--- src/rtl/hpdcache_sram_sweep_pkg.sv ---
// Shared types for the HPDcache SRAM init/readback sweep engine.
package hpdcache_sram_sweep_pkg;

  typedef enum logic [2:0] {
    SWEEP_IDLE  = 3'd0,
    SWEEP_WRITE = 3'd1,
    SWEEP_READ  = 3'd2,
    SWEEP_DRAIN = 3'd3,
    SWEEP_DONE  = 3'd4
  } sweep_state_e;

endpackage

--- src/rtl/hpdcache_sram_sweep_if.sv ---
// SRAM macro port bundle: master = sweep engine, slave = SRAM macro.
interface hpdcache_sram_sweep_if #(
  parameter int unsigned ADDR_SIZE = 6,
  parameter int unsigned DATA_SIZE = 64
);
  logic                 sram_cs;
  logic                 sram_we;
  logic [ADDR_SIZE-1:0] sram_addr;
  logic [DATA_SIZE-1:0] sram_wdata;
  logic [DATA_SIZE-1:0] sram_rdata;

  modport master (output sram_cs, sram_we, sram_addr, sram_wdata, input sram_rdata);
  modport slave  (input sram_cs, sram_we, sram_addr, sram_wdata, output sram_rdata);
endinterface

--- src/rtl/hpdcache_sram_sweep_checker.sv ---
// Readback compare stage: one-cycle address pipeline, sticky error, first-mismatch address.
// Present only when HPDCACHE_SRAM_SWEEP_CHECK_EN is defined.
`ifdef HPDCACHE_SRAM_SWEEP_CHECK_EN
module hpdcache_sram_sweep_checker #(
  parameter int unsigned          ADDR_SIZE  = 6,
  parameter int unsigned          DATA_SIZE  = 64,
  parameter logic [DATA_SIZE-1:0] INIT_VALUE = '0
) (
  input  logic                 clk,
  input  logic                 rst_n,
  input  logic                 clr_i,
  input  logic                 rd_vld_i,
  input  logic [ADDR_SIZE-1:0] rd_addr_i,
  input  logic [DATA_SIZE-1:0] rdata_i,
  output logic                 err_o,
  output logic [ADDR_SIZE-1:0] err_addr_o
);
  logic                 cmp_vld_q, cmp_vld_d;
  logic [ADDR_SIZE-1:0] cmp_addr_q, cmp_addr_d;
  logic                 err_q, err_d;
  logic [ADDR_SIZE-1:0] err_addr_q, err_addr_d;

  always_comb begin
    cmp_vld_d  = rd_vld_i;
    cmp_addr_d = rd_addr_i;
    err_d      = err_q;
    err_addr_d = err_addr_q;
    if (clr_i) begin
      err_d      = 1'b0;
      err_addr_d = '0;
    end else if (cmp_vld_q && (rdata_i != INIT_VALUE)) begin
      err_d = 1'b1;
      if (!err_q) err_addr_d = cmp_addr_q;
    end
  end

  always_ff @(posedge clk) begin
    if (!rst_n) begin
      cmp_vld_q  <= 1'b0;
      cmp_addr_q <= '0;
      err_q      <= 1'b0;
      err_addr_q <= '0;
    end else begin
      cmp_vld_q  <= cmp_vld_d;
      cmp_addr_q <= cmp_addr_d;
      err_q      <= err_d;
      err_addr_q <= err_addr_d;
    end
  end

  assign err_o      = err_q;
  assign err_addr_o = err_addr_q;
endmodule
`endif

--- src/rtl/hpdcache_sram_sweep.sv ---
// SRAM init sweep engine with functional pass-through when idle.
// Optional readback check enabled by defining HPDCACHE_SRAM_SWEEP_CHECK_EN.
module hpdcache_sram_sweep
  import hpdcache_sram_sweep_pkg::*;
#(
  parameter int unsigned          ADDR_SIZE  = 6,
  parameter int unsigned          DATA_SIZE  = 64,
  parameter int unsigned          DEPTH      = 2**ADDR_SIZE,
  parameter logic [DATA_SIZE-1:0] INIT_VALUE = '0
) (
  input  logic                  clk,
  input  logic                  rst_n,
  input  logic                  start_i,
  output logic                  busy_o,
  output logic                  done_o,
  output logic                  err_o,
  output logic [ADDR_SIZE-1:0]  err_addr_o,
  input  logic                  req_cs_i,
  input  logic                  req_we_i,
  input  logic [ADDR_SIZE-1:0]  req_addr_i,
  input  logic [DATA_SIZE-1:0]  req_wdata_i,
  output logic                  req_ready_o,
  output logic [DATA_SIZE-1:0]  req_rdata_o,
  hpdcache_sram_sweep_if.master sram
);
  localparam logic [2:0] ST_IDLE  = SWEEP_IDLE;
  localparam logic [2:0] ST_WRITE = SWEEP_WRITE;
  localparam logic [2:0] ST_READ  = SWEEP_READ;
  localparam logic [2:0] ST_DRAIN = SWEEP_DRAIN;
  localparam logic [2:0] ST_DONE  = SWEEP_DONE;

  localparam logic [ADDR_SIZE-1:0] CNT_LAST = ADDR_SIZE'(DEPTH - 1);

  logic [2:0]           state_q, state_d;
  logic [ADDR_SIZE-1:0] cnt_q, cnt_d;

  always_comb begin
    state_d = state_q;
    cnt_d   = cnt_q;
    case (state_q)
      ST_IDLE: if (start_i) begin
        state_d = ST_WRITE;
        cnt_d   = '0;
      end
      ST_WRITE: if (cnt_q == CNT_LAST) begin
        cnt_d = '0;
`ifdef HPDCACHE_SRAM_SWEEP_CHECK_EN
        state_d = ST_READ;
`else
        state_d = ST_DONE;
`endif
      end else begin
        cnt_d = cnt_q + 1'b1;
      end
`ifdef HPDCACHE_SRAM_SWEEP_CHECK_EN
      ST_READ: if (cnt_q == CNT_LAST) begin
        cnt_d   = '0;
        state_d = ST_DRAIN;
      end else begin
        cnt_d = cnt_q + 1'b1;
      end
      ST_DRAIN: state_d = ST_DONE;
`endif
      ST_DONE: state_d = ST_IDLE;
      default: state_d = ST_IDLE;
    endcase
  end

  always_ff @(posedge clk) begin
    if (!rst_n) begin
      state_q <= ST_IDLE;
      cnt_q   <= '0;
    end else begin
      state_q <= state_d;
      cnt_q   <= cnt_d;
    end
  end

  assign busy_o      = (state_q == ST_WRITE) || (state_q == ST_READ) || (state_q == ST_DRAIN);
  assign done_o      = (state_q == ST_DONE);
  assign req_ready_o = !busy_o;
  assign req_rdata_o = sram.sram_rdata;

  // While busy the functional request is simply dropped; the caller holds it until ready.
  always_comb begin
    sram.sram_cs    = req_cs_i;
    sram.sram_we    = req_we_i;
    sram.sram_addr  = req_addr_i;
    sram.sram_wdata = req_wdata_i;
    if (busy_o) begin
      sram.sram_cs    = (state_q != ST_DRAIN);
      sram.sram_we    = (state_q == ST_WRITE);
      sram.sram_addr  = cnt_q;
      sram.sram_wdata = INIT_VALUE;
    end
  end

`ifdef HPDCACHE_SRAM_SWEEP_CHECK_EN
  hpdcache_sram_sweep_checker #(
    .ADDR_SIZE (ADDR_SIZE),
    .DATA_SIZE (DATA_SIZE),
    .INIT_VALUE(INIT_VALUE)
  ) u_checker (
    .clk       (clk),
    .rst_n     (rst_n),
    .clr_i     ((state_q == ST_IDLE) && start_i),
    .rd_vld_i  (state_q == ST_READ),
    .rd_addr_i (cnt_q),
    .rdata_i   (sram.sram_rdata),
    .err_o     (err_o),
    .err_addr_o(err_addr_o)
  );
`else
  assign err_o      = 1'b0;
  assign err_addr_o = '0;
`endif
endmodule

--- src/flat_wrapper.sv ---
// flat-port wrapper written by rule: the top's interface ports become plain ports
module hpdcache_sram_sweep_flat import hpdcache_sram_sweep_pkg::*;
#(
  parameter int unsigned          ADDR_SIZE  = 6,
  parameter int unsigned          DATA_SIZE  = 64,
  parameter int unsigned          DEPTH      = 2**ADDR_SIZE,
  parameter logic [DATA_SIZE-1:0] INIT_VALUE = '0
)
  (clk, rst_n, start_i, busy_o, done_o, err_o, err_addr_o, req_cs_i, req_we_i, req_addr_i, req_wdata_i, req_ready_o, req_rdata_o, sram_sram_cs, sram_sram_we, sram_sram_addr, sram_sram_wdata, sram_sram_rdata);
  hpdcache_sram_sweep_if #(.ADDR_SIZE(ADDR_SIZE), .DATA_SIZE(DATA_SIZE)) sram_i ();
  input  logic clk;
  input  logic rst_n;
  input  logic start_i;
  output logic busy_o;
  output logic done_o;
  output logic err_o;
  output logic [ADDR_SIZE-1:0] err_addr_o;
  input  logic req_cs_i;
  input  logic req_we_i;
  input  logic [ADDR_SIZE-1:0] req_addr_i;
  input  logic [DATA_SIZE-1:0] req_wdata_i;
  output logic req_ready_o;
  output logic [DATA_SIZE-1:0] req_rdata_o;
  output wire logic [$bits(sram_i.sram_cs)-1:0] sram_sram_cs;
  output wire logic [$bits(sram_i.sram_we)-1:0] sram_sram_we;
  output wire logic [$bits(sram_i.sram_addr)-1:0] sram_sram_addr;
  output wire logic [$bits(sram_i.sram_wdata)-1:0] sram_sram_wdata;
  input wire logic [$bits(sram_i.sram_rdata)-1:0] sram_sram_rdata;
  assign sram_sram_cs = sram_i.sram_cs;
  assign sram_sram_we = sram_i.sram_we;
  assign sram_sram_addr = sram_i.sram_addr;
  assign sram_sram_wdata = sram_i.sram_wdata;
  assign sram_i.sram_rdata = sram_sram_rdata;
  hpdcache_sram_sweep #(.ADDR_SIZE(ADDR_SIZE), .DATA_SIZE(DATA_SIZE), .DEPTH(DEPTH), .INIT_VALUE(INIT_VALUE)) u_core (.clk(clk), .rst_n(rst_n), .start_i(start_i), .busy_o(busy_o), .done_o(done_o), .err_o(err_o), .err_addr_o(err_addr_o), .req_cs_i(req_cs_i), .req_we_i(req_we_i), .req_addr_i(req_addr_i), .req_wdata_i(req_wdata_i), .req_ready_o(req_ready_o), .req_rdata_o(req_rdata_o), .sram(sram_i));
endmodule
--- config.mk ---
export PLATFORM = sky130hd
export DESIGN_NAME = hpdcache_sram_sweep_flat
export DESIGN_NICKNAME = d
export VERILOG_FILES = /design/src/rtl/hpdcache_sram_sweep_pkg.sv /design/src/rtl/hpdcache_sram_sweep_if.sv /design/src/rtl/hpdcache_sram_sweep_checker.sv /design/src/rtl/hpdcache_sram_sweep.sv /design/src/flat_wrapper.sv
export SDC_FILE = /design/constraint.sdc
export NUM_CORES = 1
export LEC_CHECK = 0
export BUFFER_PORTS_ARGS = -buffer_cell sky130_fd_sc_hd__buf_2
export CAP_MARGIN = 25
export CORE_AREA = 2 2 110 112
export CTS_CLUSTER_DIAMETER = 30
export CTS_CLUSTER_SIZE = 40
export DETAILED_ROUTE_END_ITERATION = 12
export DIE_AREA = 0 0 112 114
export PLACE_DENSITY_LB_ADDON = 0.08
export SLEW_MARGIN = 20
export SYNTH_ARGS = -nofsm -noshare
export SYNTH_HDL_FRONTEND = slang
export SYNTH_SLANG_ARGS = --single-unit
export TNS_END_PERCENT = 5
--- constraint.sdc ---
create_clock -name clk -period 1.2 [get_ports clk]
set_input_delay 0.12 -clock clk [delete_from_list [all_inputs] [get_ports clk]]
set_output_delay 0.12 -clock clk [all_outputs]
set_load 0.1 [all_outputs]
==> impl_metrics.json <==
{
  "ff2ff_path_depth": 6,
  "die_w_um": 112,
  "outcome": "complete, but fails checks",
  "p_total_w": 0.00349,
  "clockRootBuffer": "clkbuf_16",
  "drc": 0,
  "ys_top_cells_by_area": "buf_4 (37%), and2_1 (28%), dfxtp_1 (11%), nand2_1 (5.2%), clkbuf_1 (1.6%)",
  "syn2layout_area_growth_pct": 132,
  "start_util_pct": 12.4,
  "grt_max_degree": 44,
  "yosys_register_bits": 8,
  "hold_viol": 0,
  "synth_top_area_cell": "buf_4",
  "synth_compound_area_share_pct": 8.12,
  "crit_required_ns": 1.08,
  "drtIter0Drc": 30,
  "dp_cells": 446,
  "clock_sinks": 8,
  "die_h_um": 114,
  "fmax_ghz": 0.705,
  "r2r_setup_slack_ns": -0.16,
  "drt_first_pass_iters": 4,
  "cts_made_buffers": 3,
  "synth_top_family_by_area": "buffers and inverters",
  "synthSimpleGateAreaFrac_pct": 39.0,
  "timing.hold.ws_ns": 0.240,
  "synthArstFlopShare_pct": 0,
  "peakVddDrop_v": 0.000374,
  "r2r_end": "u_core.cnt_q[1]",
  "fin_nets": 445,
  "fin_cells": 450,
  "synth_xor_area_share_pct": 0,
  "grt_usage_pct": 8.96,
  "path_class": "reg2out",
  "die_area_um2": 12800,
  "postRouteAntennaNets": 0,
  "yosys_warnings": 0,
  "synth_edf_count": 0,
  "p_per_area_nw_per_um2": 1040,
  "startpoint": "u_core.state_q[2]",
  "pin_count": 285,
  "ys_seq_area_share_pct": 11.1,
  "hpwl_um": 5240,
  "hold_buffers": 0,
  "holdPathStages": 0,
  "muxShareOfSynthArea_pct": 0,
  "avgSynthCellArea_um2": 6.93,
  "viasPerCell": 3.61,
  "yosysMostFrequentCell": "buf_4",
  "vias": 1625,
  "setup_viol": 78,
  "fin_skew_ns": 0.000881,
  "min-delay-start": "sram_sram_rdata[35]",
  "synth_commonest_cells": "buf_4 (72), and2_1 (64), nand2_1 (20)",
  "antenna_found_initial": 0,
  "min_path_type": "in2out",
  "fin_crit_sh_pct": 118,
  "p_leak_nw": 1.54,
  "min_to": "req_rdata_o[35]",
  "insertion_delay_ns": 0.23,
  "wire_per_inst_um": 13.5,
  "yosys.cell_types.count": 33,
  "place_area_um2": 3240,
  "regArea_um2": 166,
  "num_rows": 40,
  "fin_ws_ns": -0.218,
  "critPathCaptureType": "output pin",
  "r2r_start": "u_core.state_q[2]",
  "grt_pass1_wl_um": 9190,
  "synth_ff_type": "dfxtp_1",
  "start_kind": "flop",
  "synthesis.area_um2": 1450,
  "finalMaxSlewViolations": 0,
  "gp_congestion": 0.692,
  "overflow": 0,
  "failed_checks": "negative setup slack",
  "routed_wl_um": 6070,
  "multi_input_area_um2": 895,
  "syn_inst": 209,
  "grt_pass1_vias": 1684,
  "min_period_ns": 1.42,
  "cts_max_path_buffers": 2,
  "synth_top_cell_area_share_pct": 37.3,
  "numPortBuffers": 149,
  "synthAdderAreaFrac_pct": 0.864,
  "fill_cells": 1258,
  "cts_tree": "yes",
  "clkTransAtPathRegs_ns": 0.04,
  "diodes": 0,
  "worstPathArrival_ns": 1.30,
  "rsz0062_at_grt": "true",
  "final_area_um2": 3370,
  "coreArea_um2": 11700,
  "pre_cts_ws_ns": -0.120,
  "worstPathMaxFanout": 34,
  "maxCapViolations": 0,
  "drive_above_1_share_pct": 83.8,
  "h-tree-depth": 1
}
layout make-up:
cell class,count,share of cell area [%]
Tap cell,147,5.46
Sequential cell,8,4.94
Multi-Input combinational cell,123,26.6
Timing Repair Buffer,166,60.3
Clock buffer,3,2.23
Inverter,3,0.446
layout by cell type (no fill, tap or decap), types with 2 or more instances in the layout:
master | synthesis | routed
dfxtp_1 | 8 | 3
buf_2 | 3 | 74
nand2_4 | 0 | 5
conb_1 | 1 | 7
clkbuf_16 | 0 | 3
a21oi_1 | 3 | 2
buf_6 | 0 | 2
nor2_1 | 2 | 2
nand2_2 | 0 | 2
buf_12 | 0 | 77
and2_4 | 0 | 6
buf_4 | 72 | 13
inv_1 | 3 | 2
and2_2 | 0 | 58
dfxtp_2 | 0 | 5
nand2_1 | 20 | 13
nand3_1 | 2 | 2
nand2b_1 | 2 | 2
sequential cells by signal, indices dropped and copies added (netlist names):
| signal | count |
|---|---|
| u_core.state_q | 2 |
| u_core.cnt_q | 6 |
kinds of logic after synthesis:
| logic type | Yosys count |
|---|---|
| AO/OA/AOI/OAI | 16 |
| adder cells (fa/ha/maj) | 1 |
| buffers and inverters | 84 |
| flip-flops | 8 |
| other | 1 |
| AND/OR/NAND/NOR | 99 |
critical path, cell delays in order, from the launching register on:
cell,delay (ns)
dfxtp_2,0.31
nand2b_4,0.17
buf_12,0.17
and2_2,0.22
buf_12,0.16
power by group:
part           internal (W)  switching (W)  total [W]
Clock              0.000430       0.000130   0.000559
Sequential         0.000274     0.00000498   0.000279
Combinational      0.000929        0.00173    0.00266
Total               0.00163        0.00186    0.00349
metrics by stage:
| stage | utilization [%] | setup TNS, ns |
|---|---|---|
| 2_1_floorplan | - | -10.67 |
| 3_3_place_gp | 27.6 | -0.701 |
| 3_5_place_dp | 27.6 | -0.836 |
| 4_1_cts | 28.5 | -16.97 |
| 5_1_grt | 28.7 | -19.79 |
| 6_report | 28.7 | -15.20 |
metal layers:
layer  track usage [%]  share of wire [%]  wire [µm]  up-vias
met4              4.63                3.8        229        0
met2              16.0                 52       3180      116
met3              2.98                 11        679       28
met5                 0                  0          0        -
li1                  -                  -          -      764
met1              9.38                 33       1980      717
worst max-delay path by stage:
| stage | to | slack [ns] | depth (start not counted) |
|---|---|---|---|
| 2_1_floorplan | sram_sram_addr[5] | -0.26 | 4 |
| 3_3_place_gp | sram_sram_addr[4] | -0.11 | 5 |
| 3_5_place_dp | sram_sram_addr[4] | -0.12 | 5 |
| 4_1_cts | sram_sram_wdata[49] | -0.24 | 4 |
| 5_1_grt | sram_sram_addr[3] | -0.29 | 5 |
| 6_report | sram_sram_wdata[62] | -0.22 | 4 |
what timing repair did:
item | CTS | global route
setup endpoints to repair | 79 | 81
resized for setup | 10 | 7
hold endpoints to repair | 0 | 0
pin swaps | 5 | 5
buffers inserted | 1 | 0
(Power assumes the default switching activity.)
